==> src/rtl/pwm_mc_pkg.sv <==
// Shared register map, CTRL bit positions and address decoder for the PWM
// output stage.
package pwm_mc_pkg;

  localparam logic [6:0] ADDR_OUT_EN = 7'h00;
  localparam logic [6:0] ADDR_PWM_EN = 7'h04;
  localparam logic [6:0] ADDR_POL    = 7'h08;
  localparam logic [6:0] ADDR_PRESC  = 7'h0C;
  localparam logic [6:0] ADDR_CTRL   = 7'h0D;
  localparam logic [6:0] ADDR_DUTY   = 7'h20;

  localparam int CTRL_RUN  = 0;
  localparam int CTRL_LOAD = 1;

  typedef enum logic [2:0] {
    REG_NONE, REG_OUT_EN, REG_PWM_EN, REG_POL, REG_PRESC, REG_CTRL, REG_DUTY
  } reg_sel_e;

  // Banks and duty slots beyond the configured channel count decode to REG_NONE.
  function automatic reg_sel_e decode_addr(input logic [6:0] addr, input int num_ch);
    int a;
    int banks;
    a     = int'(addr);
    banks = num_ch / 8;
    if (a >= int'(ADDR_DUTY) && a < int'(ADDR_DUTY) + num_ch) return REG_DUTY;
    if (a >= int'(ADDR_OUT_EN) && a < int'(ADDR_OUT_EN) + banks) return REG_OUT_EN;
    if (a >= int'(ADDR_PWM_EN) && a < int'(ADDR_PWM_EN) + banks) return REG_PWM_EN;
    if (a >= int'(ADDR_POL) && a < int'(ADDR_POL) + banks) return REG_POL;
    if (addr == ADDR_PRESC) return REG_PRESC;
    if (addr == ADDR_CTRL) return REG_CTRL;
    return REG_NONE;
  endfunction

endpackage

==> src/rtl/pwm_multichannel_if.sv <==
// Byte-wide register write port from the SPI front end.
interface pwm_multichannel_if;
  logic       wr_en;
  logic [6:0] wr_addr;
  logic [7:0] wr_data;

  modport master (output wr_en, wr_addr, wr_data);
  modport slave  (input  wr_en, wr_addr, wr_data);
endinterface

==> src/rtl/pwm_mc_channel.sv <==
// One PWM channel: mode select, duty compare, polarity and output register.
module pwm_mc_channel #(
  parameter int CNT_W = 8
) (
  input  logic             clk,
  input  logic             rst_n,
  input  logic [CNT_W-1:0] cnt,
  input  logic [CNT_W-1:0] duty_act,
  input  logic             out_en,
  input  logic             pwm_en,
  input  logic             pol,
  input  logic             run,
  output logic             pwm_out
);
  localparam logic [CNT_W-1:0] DUTY_FULL = '1;

  logic raw;
  logic pwm_out_d, pwm_out_q;

  always_comb begin
    // NOTE: every always_comb output gets a default first, so no path can infer a latch.
    raw = 1'b0;
    if (out_en) begin
      if (!pwm_en)                    raw = 1'b1;
      else if (!run)                  raw = 1'b0;
      else if (duty_act == '0)        raw = 1'b0;
      else if (duty_act == DUTY_FULL) raw = 1'b1;
      else                            raw = (cnt < duty_act);
    end
    // A disabled channel stays low regardless of polarity.
    pwm_out_d = raw ^ (pol & out_en);
  end

  always_ff @(posedge clk or negedge rst_n) begin
    // NOTE: clocked blocks use <= so every flop samples pre-edge values; = is for always_comb only.
    if (!rst_n) pwm_out_q <= 1'b0;
    else        pwm_out_q <= pwm_out_d;
  end

  assign pwm_out = pwm_out_q;

endmodule

==> src/rtl/pwm_multichannel.sv <==
// Multichannel PWM: register file, prescaler, shared period counter and
// double-buffered duty load feeding NUM_CH channel slices.
module pwm_multichannel
  import pwm_mc_pkg::*;
#(
  parameter int NUM_CH  = 16,
  parameter int CNT_W   = 8,
  parameter int PRESC_W = 8
) (
  input  logic              clk,
  input  logic              rst_n,
  pwm_multichannel_if.slave wr,
  output logic [NUM_CH-1:0] out,
  output logic              period_start
);
  localparam int               IDX_W   = $clog2(NUM_CH);
  localparam logic [CNT_W-1:0] CNT_MAX = '1;

  logic [NUM_CH-1:0]  out_en_d, out_en_q, pwm_en_d, pwm_en_q, pol_d, pol_q;
  logic [PRESC_W-1:0] presc_d, presc_q, pc_d, pc_q;
  logic               run_d, run_q;
  logic [CNT_W-1:0]   cnt_d, cnt_q;
  logic [CNT_W-1:0]   duty_sh_d  [NUM_CH];
  logic [CNT_W-1:0]   duty_sh_q  [NUM_CH];
  logic [CNT_W-1:0]   duty_act_d [NUM_CH];
  logic [CNT_W-1:0]   duty_act_q [NUM_CH];
  logic               period_start_d, period_start_q;
  reg_sel_e           sel;
  logic               tick, wrap, load;

  always_comb begin
    sel       = decode_addr(wr.wr_addr, NUM_CH);
    out_en_d  = out_en_q;
    pwm_en_d  = pwm_en_q;
    pol_d     = pol_q;
    presc_d   = presc_q;
    run_d     = run_q;
    duty_sh_d = duty_sh_q;
    if (wr.wr_en) begin
      unique case (sel)
        REG_OUT_EN: out_en_d[8*int'(wr.wr_addr[1:0]) +: 8] = wr.wr_data;
        REG_PWM_EN: pwm_en_d[8*int'(wr.wr_addr[1:0]) +: 8] = wr.wr_data;
        REG_POL:    pol_d[8*int'(wr.wr_addr[1:0]) +: 8]    = wr.wr_data;
        REG_PRESC:  presc_d = wr.wr_data[PRESC_W-1:0];
        REG_CTRL:   run_d   = wr.wr_data[CTRL_RUN];
        REG_DUTY:   duty_sh_d[wr.wr_addr[IDX_W-1:0]] = wr.wr_data[CNT_W-1:0];
        default: ;
      endcase
    end

    tick = run_q && (pc_q == presc_q);
    wrap = tick && (cnt_q == CNT_MAX);
    // The load copies the pre-write shadow; a same-cycle DUTY write waits for the next load.
    load = wrap || !run_q ||
           (wr.wr_en && (sel == REG_CTRL) && wr.wr_data[CTRL_LOAD]);

    pc_d           = (!run_q || tick) ? '0 : pc_q + 1'b1;
    cnt_d          = !run_q ? '0 : (tick ? cnt_q + 1'b1 : cnt_q);
    duty_act_d     = load ? duty_sh_q : duty_act_q;
    period_start_d = wrap;
  end

  always_ff @(posedge clk or negedge rst_n) begin
    if (!rst_n) begin
      out_en_q       <= '0;
      pwm_en_q       <= '0;
      pol_q          <= '0;
      presc_q        <= '0;
      run_q          <= 1'b0;
      pc_q           <= '0;
      cnt_q          <= '0;
      // NOTE: the duty arrays are plain flops with architectural reset values, so they are reset too.
      duty_sh_q      <= '{default: '0};
      duty_act_q     <= '{default: '0};
      period_start_q <= 1'b0;
    end else begin
      out_en_q       <= out_en_d;
      pwm_en_q       <= pwm_en_d;
      pol_q          <= pol_d;
      presc_q        <= presc_d;
      run_q          <= run_d;
      pc_q           <= pc_d;
      cnt_q          <= cnt_d;
      duty_sh_q      <= duty_sh_d;
      duty_act_q     <= duty_act_d;
      period_start_q <= period_start_d;
    end
  end

  for (genvar i = 0; i < NUM_CH; i++) begin : g_ch
    pwm_mc_channel #(.CNT_W(CNT_W)) u_ch (
      .clk      (clk),
      .rst_n    (rst_n),
      .cnt      (cnt_q),
      .duty_act (duty_act_q[i]),
      .out_en   (out_en_q[i]),
      .pwm_en   (pwm_en_q[i]),
      .pol      (pol_q[i]),
      .run      (run_q),
      .pwm_out  (out[i])
    );
  end

  assign period_start = period_start_q;

endmodule

==> src/flat_wrapper.sv <==
// flat-port wrapper written by rule: the top's interface ports become plain ports
module pwm_multichannel_flat import pwm_mc_pkg::*;
#(
  parameter int NUM_CH  = 16,
  parameter int CNT_W   = 8,
  parameter int PRESC_W = 8
)
  (clk, rst_n, out, period_start, wr_wr_en, wr_wr_addr, wr_wr_data);
  pwm_multichannel_if wr_i ();
  input  logic clk;
  input  logic rst_n;
  output logic [NUM_CH-1:0] out;
  output logic period_start;
  input wire logic [$bits(wr_i.wr_en)-1:0] wr_wr_en;
  input wire logic [$bits(wr_i.wr_addr)-1:0] wr_wr_addr;
  input wire logic [$bits(wr_i.wr_data)-1:0] wr_wr_data;
  assign wr_i.wr_en = wr_wr_en;
  assign wr_i.wr_addr = wr_wr_addr;
  assign wr_i.wr_data = wr_wr_data;
  pwm_multichannel #(.NUM_CH(NUM_CH), .CNT_W(CNT_W), .PRESC_W(PRESC_W)) u_core (.clk(clk), .rst_n(rst_n), .wr(wr_i), .out(out), .period_start(period_start));
endmodule
==> config.mk <==
export PLATFORM = sky130hd
export DESIGN_NAME = pwm_multichannel_flat
export DESIGN_NICKNAME = d
export VERILOG_FILES = /design/src/rtl/pwm_mc_pkg.sv /design/src/rtl/pwm_multichannel_if.sv /design/src/rtl/pwm_mc_channel.sv /design/src/rtl/pwm_multichannel.sv /design/src/flat_wrapper.sv
export SDC_FILE = /design/constraint.sdc
export NUM_CORES = 1
export LEC_CHECK = 0
export BUFFER_PORTS_ARGS = -buffer_cell sky130_fd_sc_hd__clkbuf_2
export CORE_UTILIZATION = 55
export CTS_BUF_LIST = sky130_fd_sc_hd__clkbuf_8
export CTS_CLUSTER_SIZE = 20
export DETAILED_ROUTE_END_ITERATION = 10
export PLACE_DENSITY_LB_ADDON = 0.2
export SLEW_MARGIN = 10
export SYNTH_ARGS = -nofsm -noshare
export SYNTH_HDL_FRONTEND = slang
export SYNTH_SLANG_ARGS = --single-unit
export TNS_END_PERCENT = 10
==> constraint.sdc <==
create_clock -name clk -period 5.59 [get_ports clk]
set_clock_uncertainty 0.1 [all_clocks]
set_input_delay 0.8385 -clock clk [delete_from_list [all_inputs] [get_ports clk]]
set_output_delay 0.8385 -clock clk [all_outputs]
set_load 0.1 [all_outputs]
==> run summary, run 1 <==
outcome: finished, final reports clean
Final HPWL DP: 24.39 mm
Area growth syn-to-layout: 8.803%
largest net degree at the start of global routing: 150
slowest CP cell: buf_4
layout cell share with drive strength beyond 1: 25.58%
Worst-Margin Slew: 1.087 ns
Post-synth EDFFs: 0
placed cell areas: 18050 µm²
Mapped Area: 17620 µm²
vias: 11250
DRC: 0
CP required: 5.99 ns
routability congestion estimate: 0.8647
CP Buf/Inv Count: 3
Hold Path Class: primary input to async pin
critical-path cell list: clkbuf_2, inv_1, ha_1, o211ai_1, a2111oi_0, nand2_1, o311a_4, buf_4, mux2_4
worst skew pair latency: 0.62 ns
DR pass1 iterations: 5
die area: 32760 µm²
Post-Syn Area per Cell: 12.01 µm²
Worst path max stage delay: 0.83 ns
unrepaired setup endpoints after global routing: no
FFs w/ async S/R, synth: 100.0%
Die Span Y: 181.0 µm
Crit Path Category: primary input to register
Setup-failing EPs final: 0
first-pass GRT wire length: 64.71 mm
gr ovfl total: 0
Most used DFF post-synth: dfrtp_1
Cells after Synth: 1467
Yosys cell types: 40
Worst-path clk slew: 0.05 ns
Core ar.: 31560 µm²
Clock Tree Buf Depth: 3
wire length per cell: 20.35 µm
Largest delay share family, worst path: compound AO/OA/AOI/OAI gates
initial DRC count: 616
fraction of the cycle the final worst path needs: 61.41%
Slew Limit Fails: 0
CTS tree: done
CP max FO: 48
initial core utilization: 55.85%
row count: 65
Tot Pwr: 5.835 mW
die width: 181.0 µm
root buf cell: clkbuf_8
hold buffers post-CTS: 0
endpoints failing hold: 0
static leakage: 9.412 nW
Achievable Freq: 0.2913 GHz
clock sink total: 346
io pins: 35
setup TNS: 0 ns
Ys Warns: 0
gr usage total: 25.69%
initial antenna violation count: 1
Routed WL: 39.79 mm
number of global-route vias before repair: 11680
WP data arrival: 3.83 ns
Yosys reg bits: 346
commonest non-fill, non-tap cell in the layout: dfrtp_1
Final Cell Area: 19180 µm²
port buffer count: 34
H-tree depth: 2
Power Dens Cells: 304.3 nW/µm²
Peak VDD IR: 258.0 µV
fin nets: 1650
Fillers: 2549
Via density: 5.754
commonest non-fill, non-tap cells in the layout: 346 x dfrtp_1, 152 x inv_1, 145 x mux2_2
MaxCap Viol Count: 0
post-CTS setup buffers: 0
Seq/Total Area, Yosys: 49.13%
CTS buffer count: 58
Final ANT Viol Nets: 0
syn_nets: 1605
Rel. slew slack: 27.24%
post_cts resized: 0
Final min period: 3.433 ns
CP Capture Type: register
CP Launch Type: primary input
cell type report:
cell class                      count  area (µm²)  share of cell area, %
Sequential cell                   346        8658                  45.15
Multi-Input combinational cell    928        8090                  42.19
Clock buffer                       72       991.0                  5.168
Tap cell                          402       503.0                  2.623
Inverter                          130       488.0                  2.545
Timing Repair Buffer               48       310.3                  1.618
Clock inverter                     28       132.6                 0.6916
Antenna cell                        1       2.502                0.01305
cell families (layout without fill, tap and decap cells):
logic type               count (synthesis)  after routing  synth area share (%)
adder cells (fa/ha/maj)                120            120                 8.519
other                                    0              1                     0
buffers and inverters                  193            278                 5.062
multiplexers                           299            299                 21.42
AO/OA/AOI/OAI                          166            166                 5.516
AND/OR/NAND/NOR                        325            325                 9.463
XOR/XNOR                                18             18                0.8945
flip-flops                             346            346                 49.13
sequential cells by signal, indices dropped and copies added, names as in the netlist:
signal	count
u_core.pc_q	8
u_core.out_en_q	16
u_core.run_q	1
u_core.duty_act_q	128
u_core.pwm_en_q	16
u_core.pol_q	16
u_core.period_start	1
u_core.g_ch.u_ch.pwm_out	16
u_core.presc_q	8
u_core.cnt_q	8
u_core.duty_sh_q	128
per-stage QoR:
stage	hold slack, ns	setup slack (ns)	util [%]	instances
after global placement	0.3709	1.612	57.20	1854
after CTS	0.03591	2.203	60.76	1954
after floorplan	0.3499	2.686	-	1467
after detailed placement	0.3794	1.539	57.20	1854
after global routing	0.07281	1.988	60.77	1955
final	0.05428	2.157	60.77	1955
cell usage after synthesis, types with 29 or more instances:
library cell  instances  share of area, %
nor2_1               76               1.6
mux2_4              120                10
nand4_1              52               1.8
o31ai_1              32               1.4
inv_1               130               2.8
o21ai_0              83               2.4
nand2_1              83               1.8
ha_1                120               8.5
dfrtp_1             346                49
mux2_2              145               9.3
or4_1                32               1.4
a21oi_1              29              0.82
mux2i_1              34               1.9
power breakdown:
part           internal (mW)  leakage [nW]  switching, mW  total [mW]
sequential              2.71          4.60          0.155        2.86
clock                   1.16         0.663           1.00        2.16
combinational          0.352          4.14          0.463       0.815
total                   4.21          9.41           1.62        5.84
worst paths after layout:
| path | depth (start not counted) | slack (ns) | to | startpoint |
|---|---|---|---|---|
| min in group clk | 2 | 0.39 | u_core.pwm_en_q[4] | u_core.pwm_en_q[4] |
| max in group asynchronous | 2 | 4.15 | u_core.g_ch[14].u_ch.pwm_out | rst_n |
| worst max-delay path | 9 | 2.16 | u_core.duty_act_q[88] | wr_wr_addr[0] |
| worst max register to register | 6 | 2.30 | u_core.duty_act_q[88] | u_core.pc_q[6] |
| worst min register to register | 2 | 0.39 | u_core.pwm_en_q[4] | u_core.pwm_en_q[4] |
| worst min-delay path | 1 | 0.05 | u_core.g_ch[4].u_ch.pwm_out | rst_n |
layer usage:
layer / GRT usage, % / vias up / wire (µm)
met5: 0 / - / 0
met4: 10.54 / 0 / 1392
met3: 3.830 / 95 / 1707
met2: 41.42 / 247 / 18250
met1: 34.94 / 5637 / 18440
li1: - / 5271 / -
Power figures use the tool's default switching activity.
==> inputs of run 2 (changes only) <==
Clock period 5.59 ns to 3.2 ns, I/O delays scaled along.
==> run 2 against run 1 <==
  * Clock power rose by 83%
  * Critical path depth shrank 2
  * Flip-flop and latch count unchanged
  * Register-to-register slack lost 1.6 ns
  * Via count grew 0.57%
  * First-iteration DRC count increased by 27%
  * Worst setup slack lost 1.5 ns
  * Utilization is 0.74 points higher
==> run summary, run 2 (synthesis results as in run 1) <==
outcome: finished, final reports clean
unrepaired setup endpoints after global routing: no
Crit Path Category: register to register
Peak VDD IR: 359.7 µV (+39%)
fraction of the cycle the final worst path needs: 79.58%
H-tree depth: 2 (unchanged)
Core ar.: 31560 µm² (unchanged)
WP data arrival: 2.91 ns (-0.92 ns)
post-CTS setup buffers: 0 (unchanged)
Die Span Y: 181.0 µm (unchanged)
initial antenna violation count: 1 (unchanged)
Area growth syn-to-layout: 10.12%
Rel. slew slack: 34.81% (+7.6 points)
CP Launch Type: register
largest net degree at the start of global routing: 83 (-45%)
post_cts resized: 0 (unchanged)
fin nets: 1666 (+0.97%)
CTS tree: done
static leakage: 9.510 nW (+1.0%)
worst skew pair latency: 0.60 ns (-0.02 ns)
initial DRC count: 783 (+27%)
vias: 11310 (+0.57%)
wire length per cell: 20.31 µm (-0.20%)
io pins: 35 (unchanged)
switching share of power: 26.99% (-0.79 points)
setup TNS: 0 ns (unchanged)
sw power: 2.808 mW (+73%)
Clock Tree Buf Depth: 3 (unchanged)
biggest regs: u_core.duty_act_q: 128 flops, u_core.duty_sh_q: 128 flops
Tot Pwr: 10.40 mW (+78%)
Hold Path Class: primary input to async pin
clock sink total: 346 (unchanged)
Ant. Diodes: 0 (-1)
Reg area: 8658 µm² (unchanged)
worst reg2reg endpoint: u_core.duty_act_q[52]
first-pass GRT wire length: 63.98 mm (-1.1%)
sequential share of power: 48.0% (-1.0 points)
DR pass1 iterations: 5 (unchanged)
Power Dens Cells: 536.1 nW/µm² (+76%)
worst-case reg-to-reg path depth: 7 (+1)
commonest non-fill, non-tap cells in the layout: 346 x dfrtp_1, 145 x inv_1, 145 x mux2_2
gr ovfl total: 0 (unchanged)
die width: 181.0 µm (unchanged)
gr usage total: 25.26% (-0.43 points)
hold buffers post-CTS: 1 (+1)
row count: 65 (unchanged)
CTS buffer count: 56 (-3.4%)
CP max FO: 61 (+27%)
Routed WL: 40.04 mm (+0.62%)
Setup-failing EPs final: 0 (unchanged)
DRC: 0 (unchanged)
number of global-route vias before repair: 11450 (-2.0%)
combinational power share: 14.0% (about the same)
routability congestion estimate: 0.8312 (-3.9%)
commonest non-fill, non-tap cell in the layout: dfrtp_1
Final HPWL DP: 24.94 mm (+2.2%)
clock network power share: 38.0% (+1.0 points)
die area: 32760 µm² (unchanged)
root buf cell: clkbuf_8
port buffer count: 34 (unchanged)
Achievable Freq: 0.3927 GHz
Worst-path clk slew: 0.06 ns (about the same)
reg-to-reg slack, setup: 0.65 ns (-1.65 ns)
Fillers: 2532 (-0.67%)
footprint of the multi-input gates: 8085 µm² (about the same)
MaxCap Viol Count: 0 (unchanged)
CP Capture Type: register
Worst-Margin Slew: 0.9778 ns (-0.1089 ns)
Via density: 5.740 (-0.25%)
layout cell share with drive strength beyond 1: 26.70% (+1.1 points)
Slew Limit Fails: 0 (unchanged)
Final min period: 2.547 ns
CP required: 3.56 ns (-2.43 ns)
endpoints failing hold: 0 (unchanged)
Final ANT Viol Nets: 0 (unchanged)
Cell Int Power: 7.597 mW (+80%)
initial core utilization: 55.85% (unchanged)
RR Startpoint: u_core.pc_q[2]
-- run 2: changes by cell type in the layout (fill, tap and decap cells not counted), sizes merged --
cell and delta:
buf +17, inv -10, clkbuf +3, bufinv +2, clkinv +2, clkinvlp +2
diode -1, dlygate4sd3 +1
-- run 2: worst max path at each step --
stage                                         to            from
after CTS                   u_core.duty_act_q[4]  u_core.pc_q[2]
after global routing        u_core.duty_act_q[2]  u_core.pc_q[2]
after floorplan           u_core.duty_act_q[100]   wr_wr_addr[0]
after detailed placement    u_core.duty_act_q[2]   wr_wr_addr[1]
after global placement      u_core.duty_act_q[5]   wr_wr_addr[0]
final                      u_core.duty_act_q[52]  u_core.pc_q[2]
-- run 2: per-layer routing --
layer / GRT usage (%) / wire, µm
met1: 36.51 / 19000
met3: 3.084 / 1705
met5: 0 / 0
met4: 7.593 / 870
met2: 40.03 / 18460
-- run 2: layout make-up --
type / count / share of cell area [%]
multi-input cells: 928 / 41.66
clock buffers: 75 / 5.318
flip-flops and latches: 346 / 44.61
clock inverters: 24 / 0.8058
repair buffers: 66 / 2.501
inverters: 130 / 2.514
well taps: 402 / 2.592
-- run 2: power groups by stage --
| stage | registers [mW] | logic [mW] | clock network [mW] |
|---|---|---|---|
| finish | 5.00 | 1.46 | 3.95 |
| global route | 5.04 | 1.60 | 4.24 |
| CTS | 4.99 | 1.47 | 4.03 |
| detailed placement | 5.07 | 1.46 | 0 |
| global placement | 5.05 | 1.42 | 0 |
| floorplan | 4.98 | 1.18 | 0 |
-- run 2: per-stage QoR --
step	utilization (%)	instance area [µm²]	cells	hold WS [ns]	setup slack [ns]
floorplan	-	17620	1467	0.08441	0.6542
global placement	57.71	18210	1871	0.3710	0.3427
detailed placement	57.71	18210	1871	0.3768	0.3190
CTS	61.51	19410	1971	0.3475	0.6585
global route	61.51	19410	1971	0.3934	0.5774
finish	61.51	19410	1971	0.3421	0.6534
-- run 2: worst max-delay path, stage by stage, from the launching register on --
cell,delay (ns)
dfrtp_1,0.44
xor2_1,0.17
nor4_2,0.27
buf_4,0.18
nand3_2,0.17
o311a_4,0.45
buf_12,0.25
mux2_4,0.35
